==> src/rtl/parity_serializer.sv <==
// rtl/parity_serializer.sv - UART-style frame serializer: start, LSB-first data, parity, stop (PARITY_SERIALIZER_STOP2_EN adds a second stop bit)
module parity_serializer #(
    parameter int DATA_WIDTH   = 8,
    parameter int CLKS_PER_BIT = 4,
    parameter int ODD_PARITY   = 0
) (
    input  logic                  clk,
    input  logic                  rst,
    input  logic [DATA_WIDTH-1:0] in_data,
    input  logic                  in_valid,
    output logic                  in_ready,
    output logic                  serial_out,
    output logic                  busy,
    output logic                  frame_done
);

    localparam int         IDX_W    = 5;
    localparam logic [15:0] RELOAD  = 16'(CLKS_PER_BIT - 1);
    localparam logic [IDX_W-1:0] LAST_IDX = IDX_W'(DATA_WIDTH - 1);

    typedef enum logic [2:0] {
        S_IDLE,
        S_START,
        S_DATA,
        S_PARITY,
        S_STOP
    } state_t;

    state_t                state_q, state_d;
    logic [15:0]           cnt_q, cnt_d;
    logic [IDX_W-1:0]      idx_q, idx_d;
    logic [DATA_WIDTH-1:0] shift_q, shift_d;
    logic                  par_q, par_d;
`ifdef PARITY_SERIALIZER_STOP2_EN
    logic                  stop_q, stop_d;
`endif
    logic                  bit_end;

    // The current bit period ends when the down-counter reaches zero
    assign bit_end = (cnt_q == 16'd0);

    // State register and datapath; reset clears everything and returns to IDLE
    always_ff @(posedge clk) begin
        if (rst) begin
            state_q <= S_IDLE;
            cnt_q   <= '0;
            idx_q   <= '0;
            shift_q <= '0;
            par_q   <= 1'b0;
`ifdef PARITY_SERIALIZER_STOP2_EN
            stop_q  <= 1'b0;
`endif
        end else begin
            state_q <= state_d;
            cnt_q   <= cnt_d;
            idx_q   <= idx_d;
            shift_q <= shift_d;
            par_q   <= par_d;
`ifdef PARITY_SERIALIZER_STOP2_EN
            stop_q  <= stop_d;
`endif
        end
    end

    // Next-state, bit timing and line outputs; parity accumulates from bits as they are shifted out
    always_comb begin
        state_d    = state_q;
        cnt_d      = cnt_q;
        idx_d      = idx_q;
        shift_d    = shift_q;
        par_d      = par_q;
`ifdef PARITY_SERIALIZER_STOP2_EN
        stop_d     = stop_q;
`endif
        in_ready   = 1'b0;
        busy       = 1'b0;
        serial_out = 1'b1;
        frame_done = 1'b0;

        case (state_q)
            S_IDLE: begin
                in_ready = 1'b1;
                if (in_valid) begin
                    state_d = S_START;
                    shift_d = in_data;
                    par_d   = (ODD_PARITY != 0);
                    cnt_d   = RELOAD;
                    idx_d   = '0;
                end
            end
            S_START: begin
                busy       = 1'b1;
                serial_out = 1'b0;
                cnt_d      = bit_end ? RELOAD : cnt_q - 16'd1;
                if (bit_end) begin
                    state_d = S_DATA;
                end
            end
            S_DATA: begin
                busy       = 1'b1;
                serial_out = shift_q[0];
                cnt_d      = bit_end ? RELOAD : cnt_q - 16'd1;
                if (bit_end) begin
                    par_d   = par_q ^ shift_q[0];
                    shift_d = shift_q >> 1;
                    if (idx_q == LAST_IDX) begin
                        idx_d   = '0;
                        state_d = S_PARITY;
                    end else begin
                        idx_d = idx_q + 1'b1;
                    end
                end
            end
            S_PARITY: begin
                busy       = 1'b1;
                serial_out = par_q;
                cnt_d      = bit_end ? RELOAD : cnt_q - 16'd1;
                if (bit_end) begin
                    state_d = S_STOP;
`ifdef PARITY_SERIALIZER_STOP2_EN
                    stop_d  = 1'b0;
`endif
                end
            end
            S_STOP: begin
                busy       = 1'b1;
                serial_out = 1'b1;
                cnt_d      = bit_end ? RELOAD : cnt_q - 16'd1;
`ifdef PARITY_SERIALIZER_STOP2_EN
                if (bit_end) begin
                    if (!stop_q) begin
                        stop_d = 1'b1;
                    end else begin
                        stop_d     = 1'b0;
                        frame_done = 1'b1;
                        state_d    = S_IDLE;
                    end
                end
`else
                if (bit_end) begin
                    frame_done = 1'b1;
                    state_d    = S_IDLE;
                end
`endif
            end
            default: begin
                state_d = S_IDLE;
            end
        endcase

        if (rst) begin
            in_ready   = 1'b0;
            busy       = 1'b0;
            serial_out = 1'b1;
            frame_done = 1'b0;
        end
    end

endmodule

==> config.mk <==
export PLATFORM = sky130hd
export DESIGN_NAME = parity_serializer
export DESIGN_NICKNAME = d
export VERILOG_FILES = /design/src/rtl/parity_serializer.sv
export SDC_FILE = /design/constraint.sdc
export NUM_CORES = 1
export LEC_CHECK = 0
export CORE_MARGIN = 2
export CORE_UTILIZATION = 55
export DETAILED_ROUTE_END_ITERATION = 6
export GPL_ROUTABILITY_DRIVEN = 1
export GPL_TIMING_DRIVEN = 0
export PLACE_DENSITY = 0.79
export SLEW_MARGIN = 5
export SYNTH_ARGS = -nofsm -noshare
export SYNTH_HDL_FRONTEND = slang
export SYNTH_SLANG_ARGS = --single-unit
export TNS_END_PERCENT = 5
==> constraint.sdc <==
create_clock -name clk -period 2.47 [get_ports clk]
set_clock_uncertainty 0.05 [all_clocks]
set_input_delay 0.6175 -clock clk [delete_from_list [all_inputs] [get_ports clk]]
set_output_delay 0.6175 -clock clk [all_outputs]
set_load 0.03 [all_outputs]
==> key figures, run 1 <==
Routing
  • DRC viols: 0
  • Detailed-route via count: 1,809
  • Via density: 6.44
  • First-pass detailed-route iteration total: 5
  • Wire length reported by the detailed router: 4.53 mm
  • ANT nets after route: 0
  • DRT iter0 DRCs: 122
  • Post-detailed-route wirelength per cell: 16.1 um

Setup path
  • WS Path Type: register to primary output
  • Startpoint class of the critical path: register
  • Crit path capture type: primary output
  • Slack of the worst reg-to-reg path: 120 ps
  • Launching point of the worst reg2reg path: cnt_q[0]$_SDFFE_PP0P_
  • Required time of the critical path: 1800 ps
  • Number of cells on the worst reg-to-reg path: 10
  • Terminus of the critical flop-to-flop path: cnt_q[6]$_SDFFE_PP0P_
  • Data arrival at the endpoint of the critical path: 1780 ps
  • Worst-path maximum fanout: 10

Synthesis
  • Gate count of the mapped netlist: 210
  • Mean instance size in the synthesized netlist: 8.36 um2
  • Most common flop cell mapped by yosys: sky130_fd_sc_hd__dfxtp_1
  • Number of synthesized flops with an enable pin: 0
  • Synth Register Bits: 33
  • Warnings, synthesis: 0
  • Post-synth design cell area: 1760 um2
  • Async set-or-reset flop fraction in the synthesized netlist: 0%
  • Syn Nets: 223
  • Number of distinct library cells after synthesis: 43
  • Sequential fraction of the synthesis area: 37.6%

Final layout
  • Antenna cell count: 0
  • Multi-input gate area: 1060 um2
  • Sequential cell area: 666 um2
  • Fillers: 254
  • Fraction of layout cells with a size suffix above 1: 17.7%
  • Cell Count, Final, Fillers Out: 281
  • Fin util: 70.5%
  • Nets: 250
  • Area growth, synth to finish: 22.7%

Placement
  • HPWL reported at the end of detailed placement: 3.07 mm
  • Weighted congestion at the end of routability-driven global placement: 0.823
  • Total of buffers placed on input and output ports: 14
  • # placed instances: 268

Clock tree
  • CTS root buffer: sky130_fd_sc_hd__clkbuf_4
  • TritonCTS clock tree: yes
  • Cts bufs inserted: 5
  • Maximum number of buffers from clock root to sink: 2
  • Number of buffers added to fix hold violations after cts: 0
  • Worst skew pair latency: 350 ps
  • CTS clock-pin slew for the worst setup and hold paths: 110 ps
  • Maximum level of the CTS H-tree: 2
  • Sinks on Clock Net: 33

Min path
  • Hold Path Origin: shift_q[5]$_SDFFE_PP0P_
  • Worst min path class: register to register
  • Endpoint with the worst hold slack: shift_q[5]$_SDFFE_PP0P_
  • Cells on Worst Hold Path: 2

Power
  • IR drop worst, VDD: 1060 uV
  • Total power density per cell area: 1640 nW/um2
  • Leakage: 0.000731 uW

STA
  • Final Max Tran Viols: 0
  • Peak clock frequency supported by timing: 408 MHz
  • Final period demand of the worst path: 2450 ps
  • RSZ-0062 raised after global routing: true
  • Final setup violating endpoints: 0
  • Period utilisation layout: 99.2%
  • Hold violation total from the final report: 0
  • Transition time at the pin with the least slew margin: 722 ps
  • Max-Slew Margin vs Limit: 51.8%

Floorplan
  • Initial Utilization: 57.5%
  • Number of top-level pins: 15
  • Die Span X: 60.5 um
  • Die area: 3660 um2
  • Number of placement rows: 20
  • Core region area: 3050 um2
  • Die height: 60.5 um

Global routing
  • Grt total ovfl: 0
  • Wire length of the first global-routing pass: 7.27 mm
  • Aggregate global-route resource usage: 27.0%
  • Initial antenna violation count: 0
  • Vias in the first global route: 1,679
  • Maximum number of pins on one net before global-route repair: 11

Status
  • Run status: finished, final reports clean

Run
  • Maxcap violations: 0
==> metrics by stage <==
stage                     hold WS [ps]  setup TNS, ps  power [uW]  worst slack, ps  cell area [um2]
after global placement             397          -3360        2640            -1030             1960
after detailed placement           404          -3320        2710             -988             1960
after CTS                          417           -212        3300             -111             2100
after floorplan                    384           -125        2240             -125             1760
after global routing               439          -89.0        3740            -52.1             2150
final                              415              0        3520             20.0             2150
==> final cells by class <==
type | count | area share (%)
Buffer | 13 | 3.43
Sequential cell | 33 | 30.9
Timing Repair Buffer | 20 | 8.25
Clock buffer | 7 | 2.56
Inverter | 17 | 3.20
Multi-Input combinational cell | 147 | 49.1
Tap cell | 44 | 2.56
==> worst max path at each step <==
| stage | from | to |
|---|---|---|
| finish | state_q[1]$_SDFFE_PP0P_ | busy |
| global route | cnt_q[0]$_SDFFE_PP0P_ | frame_done |
| CTS | state_q[2]$_SDFFE_PP0P_ | busy |
| detailed placement | rst | in_ready |
| global placement | rst | in_ready |
| floorplan | rst | in_ready |
==> cell usage after synthesis (2+ instances only) <==
| cell type | number | share of area, % |
|---|---|---|
| sky130_fd_sc_hd__a21oi_1 | 12 | 3.4 |
| sky130_fd_sc_hd__dfxtp_1 | 33 | 38 |
| sky130_fd_sc_hd__nor3_1 | 11 | 3.1 |
| sky130_fd_sc_hd__a211oi_1 | 16 | 6.8 |
| sky130_fd_sc_hd__nand4b_1 | 2 | 1.0 |
| sky130_fd_sc_hd__o21ai_0 | 11 | 3.1 |
| sky130_fd_sc_hd__clkbuf_1 | 11 | 2.4 |
| sky130_fd_sc_hd__nor2_1 | 7 | 1.5 |
| sky130_fd_sc_hd__xnor2_1 | 2 | 1.0 |
| sky130_fd_sc_hd__nor4_1 | 4 | 1.4 |
| sky130_fd_sc_hd__inv_1 | 17 | 3.6 |
| sky130_fd_sc_hd__or3_1 | 4 | 1.4 |
| sky130_fd_sc_hd__nand2_1 | 9 | 1.9 |
| sky130_fd_sc_hd__a31oi_1 | 4 | 1.4 |
| sky130_fd_sc_hd__o32ai_1 | 7 | 3.5 |
| sky130_fd_sc_hd__o211ai_1 | 2 | 0.86 |
| sky130_fd_sc_hd__buf_2 | 2 | 0.57 |
| sky130_fd_sc_hd__ha_1 | 2 | 1.4 |
| sky130_fd_sc_hd__nand4_1 | 4 | 1.4 |
| sky130_fd_sc_hd__nand2b_1 | 4 | 1.4 |
| sky130_fd_sc_hd__or4_1 | 8 | 3.4 |
| sky130_fd_sc_hd__o31ai_1 | 5 | 2.1 |
| sky130_fd_sc_hd__nand3_1 | 9 | 2.6 |
| sky130_fd_sc_hd__o22ai_1 | 3 | 1.1 |
| sky130_fd_sc_hd__nand4_2 | 2 | 1.4 |
| sky130_fd_sc_hd__and4_1 | 2 | 1.0 |
==> flip-flops by register name (all words and copies together) (netlist names) <==
signal,count
cnt_q,16
shift_q,8
idx_q,5
state_q,3
par_q,1
==> cell usage in the layout (no fill, tap or decap), types with 3 or more instances in the layout <==
cell,count
sky130_fd_sc_hd__dfxtp_1,31
sky130_fd_sc_hd__o21ai_0,11
sky130_fd_sc_hd__nand3_1,9
sky130_fd_sc_hd__o32ai_1,7
sky130_fd_sc_hd__nor3_1,7
sky130_fd_sc_hd__nor2_1,7
sky130_fd_sc_hd__clkbuf_2,4
sky130_fd_sc_hd__inv_1,15
sky130_fd_sc_hd__o22ai_1,3
sky130_fd_sc_hd__or4_1,8
sky130_fd_sc_hd__nand2_1,9
sky130_fd_sc_hd__clkbuf_1,6
sky130_fd_sc_hd__clkdlybuf4s50_1,9
sky130_fd_sc_hd__a211oi_1,16
sky130_fd_sc_hd__o31ai_1,5
sky130_fd_sc_hd__a31oi_1,4
sky130_fd_sc_hd__or3_1,4
sky130_fd_sc_hd__nand4_1,4
sky130_fd_sc_hd__clkbuf_4,6
sky130_fd_sc_hd__buf_4,8
sky130_fd_sc_hd__a21oi_1,12
sky130_fd_sc_hd__nand2b_1,4
sky130_fd_sc_hd__nor3_2,3
==> layer usage <==
| layer | GRT usage [%] | share of wire [%] | wire, um | up-vias |
|---|---|---|---|---|
| li1 | - | - | - | 871 |
| met1 | 33.9 | 43 | 1950 | 849 |
| met2 | 43.8 | 48 | 2170 | 80 |
| met3 | 7.89 | 7.0 | 318 | 9 |
| met4 | 10.9 | 1.9 | 85 | 0 |
| met5 | 0 | 0 | 0 | - |
==> kinds of logic (layout without fill, tap and decap cells) <==
kind of cell,after synthesis,in the layout,share of synthesized area (%)
compound gates,70,70,27.4
fa+ha+maj,2,2,1.43
xor+xnor,2,2,0.998
flops,33,33,37.6
simple gates,72,72,25.4
mux,1,1,0.570
buf+inv,30,57,6.56
==> what timing repair did <==
action / CTS / global route
gates resized for setup: 38 / 13
pin swaps: 1 / 3
endpoints found under the setup margin: 5 / 4
buffers inserted: 3 / 3
==> power breakdown <==
part / internal [uW] / switching [uW] / total [uW]
combinational: 909 / 1330 / 2240
sequential: 727 / 232 / 959
clock: 134 / 185 / 319
==> worst max-delay path, stage by stage (launching register included) <==
cell and delay [ps]:
sky130_fd_sc_hd__dfxtp_1 340, sky130_fd_sc_hd__clkbuf_2 200, sky130_fd_sc_hd__o21a_1 280, sky130_fd_sc_hd__nor3_2 330, sky130_fd_sc_hd__clkbuf_2 290
Note: power is estimated with default switching activity, not from simulation.
==> run 2, diff against run 1 <==
==> constraint.sdc (replaced) <==
create_clock -name clk -period 2.47 [get_ports clk]
set_clock_uncertainty 0.05 [all_clocks]
set_input_delay 0.494 -clock clk [delete_from_list [all_inputs] [get_ports clk]]
set_output_delay 0.494 -clock clk [all_outputs]
set_load 0.03 [all_outputs]
==> run 2 against run 1 <==
Via count decreased by 1.8%; critical path depth increased by 3; cell count decreased by 0.71%; global-route usage decreased by 0.18 points; critical path type unchanged; largest cell class unchanged; largest power group unchanged.
==> key figures, run 2 (synthesis gave the netlist of run 1 again) <==
Final layout
  • Largest reg by FF count: cnt_q
  • Fillers: 257 (+1.2%)
  • Antenna cell count: 0 (unchanged)
  • Fraction of layout cells with a size suffix above 1: 16.6% (-1.1 points)
  • Most frequent standard cell in the layout excluding fill and tap cells: sky130_fd_sc_hd__dfxtp_1
  • Cell Count, Final, Fillers Out: 279 (-0.71%)
  • Most frequent cells in the layout: sky130_fd_sc_hd__dfxtp_1, sky130_fd_sc_hd__a211oi_1, sky130_fd_sc_hd__inv_1
  • Nets: 248 (-0.80%)
  • Max reg flops: 16 (unchanged)
  • Area growth, synth to finish: 21.1%
  • Largest registers: cnt_q: 16 flops, shift_q: 8 flops, idx_q: 5 flops
  • Fin util: 69.6% (-0.90 points)

Setup path
  • Slack of the worst reg-to-reg path: 150 ps (+30 ps)
  • Data arrival at the endpoint of the critical path: 1850 ps (+70 ps)
  • Sequence of cells on the critical path: inv_2 -> ha_4 -> nor4b_4 -> nand4_4 -> buf_8 -> nor3_4 -> buf_6
  • Crit path capture type: primary output
  • Launching element of the worst setup path: cnt_q[0]$_SDFFE_PP0P_
  • Highest-delay cell along the critical path: sky130_fd_sc_hd__dfxtp_4
  • Number of cells on the worst reg-to-reg path: 9 (-1)
  • Crit path buffers/inverters: 3 (+1)
  • Required time of the critical path: 1930 ps (+130 ps)
  • Gate family responsible for the most delay along the worst path: simple AND/OR/NAND/NOR gates
  • WS Path Type: register to primary output
  • Number of logic stages on the critical path including buffering: 7 (+3)
  • Worst setup path endpoint: frame_done
  • Worst-path maximum fanout: 5 (-5)
  • Terminus of the critical flop-to-flop path: shift_q[3]$_SDFFE_PP0P_
  • Launching point of the worst reg2reg path: cnt_q[0]$_SDFFE_PP0P_
  • Longest individual stage delay on the worst path: 370 ps (+30 ps)
  • Startpoint class of the critical path: register

Routing
  • First-pass detailed-route iteration total: 4 (-1)
  • Post-detailed-route wirelength per cell: 15.7 um (-2.5%)
  • ANT nets after route: 0 (unchanged)
  • Wire length reported by the detailed router: 4.39 mm (-3.2%)
  • Via density: 6.37 (-1.1%)
  • DRT iter0 DRCs: 80 (-34%)
  • DRC viols: 0 (unchanged)
  • Detailed-route via count: 1,777 (-1.8%)

Power
  • IR drop worst, VDD: 1090 uV (+2.5%)
  • Part of the power in the clock network: 9.1% (about the same)
  • Final total power: 3440 uW (-2.4%)
  • Net load switching power: 1720 uW (-1.9%)
  • Sw Share: 50.0% (+0.30 points)
  • Int Pwr: 1720 uW (-3.0%)
  • Combinational Power Share: 63.8% (about the same)
  • Relative contribution of sequential cells to total power: 27.0% (-0.2 points)
  • Total power density per cell area: 1620 nW/um2 (-1.2%)
  • Leakage: 0.000719 uW (-1.6%)

STA
  • Final TNS setup: 0 ps (unchanged)
  • Hold violation total from the final report: 0 (unchanged)
  • Transition time at the pin with the least slew margin: 717 ps (-4.63 ps)
  • Peak clock frequency supported by timing: 418 MHz (+2.4%)
  • Period utilisation layout: 96.9% (-2.3 points)
  • RSZ-0062 raised after global routing: true
  • Hold slack final: 414 ps (-1.41 ps)
  • Final Max Tran Viols: 0 (unchanged)
  • Max-Slew Margin vs Limit: 52.1% (+0.31 points)
  • Final setup violating endpoints: 0 (unchanged)
  • Final period demand of the worst path: 2390 ps (-56.3 ps)

Floorplan
  • Die height: 60.5 um (unchanged)
  • Core region area: 3050 um2 (unchanged)
  • Die Span X: 60.5 um (unchanged)
  • Number of placement rows: 20 (unchanged)
  • Die area: 3660 um2 (unchanged)
  • Initial Utilization: 57.5% (unchanged)
  • Number of top-level pins: 15 (unchanged)

Global routing
  • Grt total ovfl: 0 (unchanged)
  • Wire length of the first global-routing pass: 7.22 mm (-0.76%)
  • Maximum number of pins on one net before global-route repair: 11 (unchanged)
  • Initial antenna violation count: 0 (unchanged)
  • Aggregate global-route resource usage: 26.8% (-0.18 points)
  • Vias in the first global route: 1,667 (-0.71%)

Clock tree
  • TritonCTS clock tree: yes
  • CTS clock-pin slew for the worst setup and hold paths: 90 ps (-20 ps)
  • Cts bufs inserted: 5 (unchanged)
  • Worst skew pair latency: 340 ps (about the same)
  • Maximum level of the CTS H-tree: 2 (unchanged)
  • Sinks on Clock Net: 33 (unchanged)
  • Maximum number of buffers from clock root to sink: 2 (unchanged)
  • CTS root buffer: sky130_fd_sc_hd__clkbuf_4

Run
  • Maxcap violations: 0 (unchanged)

Min path
  • Hold Path Origin: shift_q[5]$_SDFFE_PP0P_
  • Worst min path class: register to register

Placement
  • # placed instances: 268 (unchanged)
  • Total of buffers placed on input and output ports: 14 (unchanged)
  • Weighted congestion at the end of routability-driven global placement: 0.823 (unchanged)
  • HPWL reported at the end of detailed placement: 3.07 mm (unchanged)

Status
  • Run status: finished, final reports clean
## run 2: cell count changes in the layout (fill, tap and decap cells not counted), moves of 2 or more
| cell | before | now |
|---|---|---|
| sky130_fd_sc_hd__buf_4 | 8 | 5 |
| sky130_fd_sc_hd__inv_2 | 0 | 2 |
| sky130_fd_sc_hd__inv_4 | 2 | 0 |
| sky130_fd_sc_hd__nor4_2 | 1 | 3 |
| sky130_fd_sc_hd__nor4_4 | 2 | 0 |
## run 2: worst min path at each step
stage,end,slack (ps),depth (start not counted)
floorplan,shift_q[1]$_SDFFE_PP0P_,380,2
finish,shift_q[5]$_SDFFE_PP0P_,410,2
detailed placement,shift_q[5]$_SDFFE_PP0P_,400,2
CTS,shift_q[5]$_SDFFE_PP0P_,420,2
global route,shift_q[5]$_SDFFE_PP0P_,440,2
global placement,shift_q[6]$_SDFFE_PP0P_,400,2
## run 2: power by group through the flow
| stage | combinational, uW | clock, uW | sequential (uW) |
|---|---|---|---|
| global placement | 1730 | 0 | 903 |
| finish | 2190 | 314 | 929 |
| global route | 2370 | 342 | 956 |
| CTS | 2040 | 320 | 917 |
| detailed placement | 1790 | 0 | 919 |
| floorplan | 1370 | 0 | 872 |
## run 2: final cells by class
| class | count | area, um2 | area share [%] |
|---|---|---|---|
| multi-input combinational | 147 | 1050 | 49.3 |
| sequential | 33 | 664 | 31.3 |
| timing repair buffer | 18 | 166 | 7.83 |
| buffer | 13 | 73.8 | 3.47 |
| inverter | 17 | 63.8 | 3.00 |
| clock buffer | 7 | 55.1 | 2.59 |
| tap | 44 | 55.1 | 2.59 |
## run 2: worst min-delay path, stage by stage, from the launching register on
cell and delay (ps):
sky130_fd_sc_hd__dfxtp_1 320, sky130_fd_sc_hd__inv_1 50, sky130_fd_sc_hd__a211oi_1 50
## run 2: per-stage QoR
| stage | cell area (um2) | worst slack (ps) |
|---|---|---|
| finish | 2130 | 76.3 |
| global route | 2130 | -42.7 |
| CTS | 2080 | -28.9 |
| detailed placement | 1960 | -741 |
| global placement | 1960 | -787 |
| floorplan | 1760 | 122 |
## run 2: what timing repair did
item / in CTS / in global routing
endpoints found under the setup margin: 5 / 4
resized for setup: 32 / 14
pin swaps: 1 / 1
gates cloned: 0 / 0
hold buffers: 0 / 0
buffers inserted: 3 / 1
## run 2: metal layers
| metal | global-route usage (%) | up-vias | wire (um) | part of all wire [%] |
|---|---|---|---|---|
| met1 | 33.9 | 839 | 1890 | 43 |
| met2 | 43.2 | 67 | 2120 | 48 |
| met4 | 10.9 | 0 | 65 | 1.5 |
| li1 | - | 864 | - | - |
| met3 | 7.89 | 7 | 302 | 6.9 |
| met5 | 0 | - | 0 | 0 |
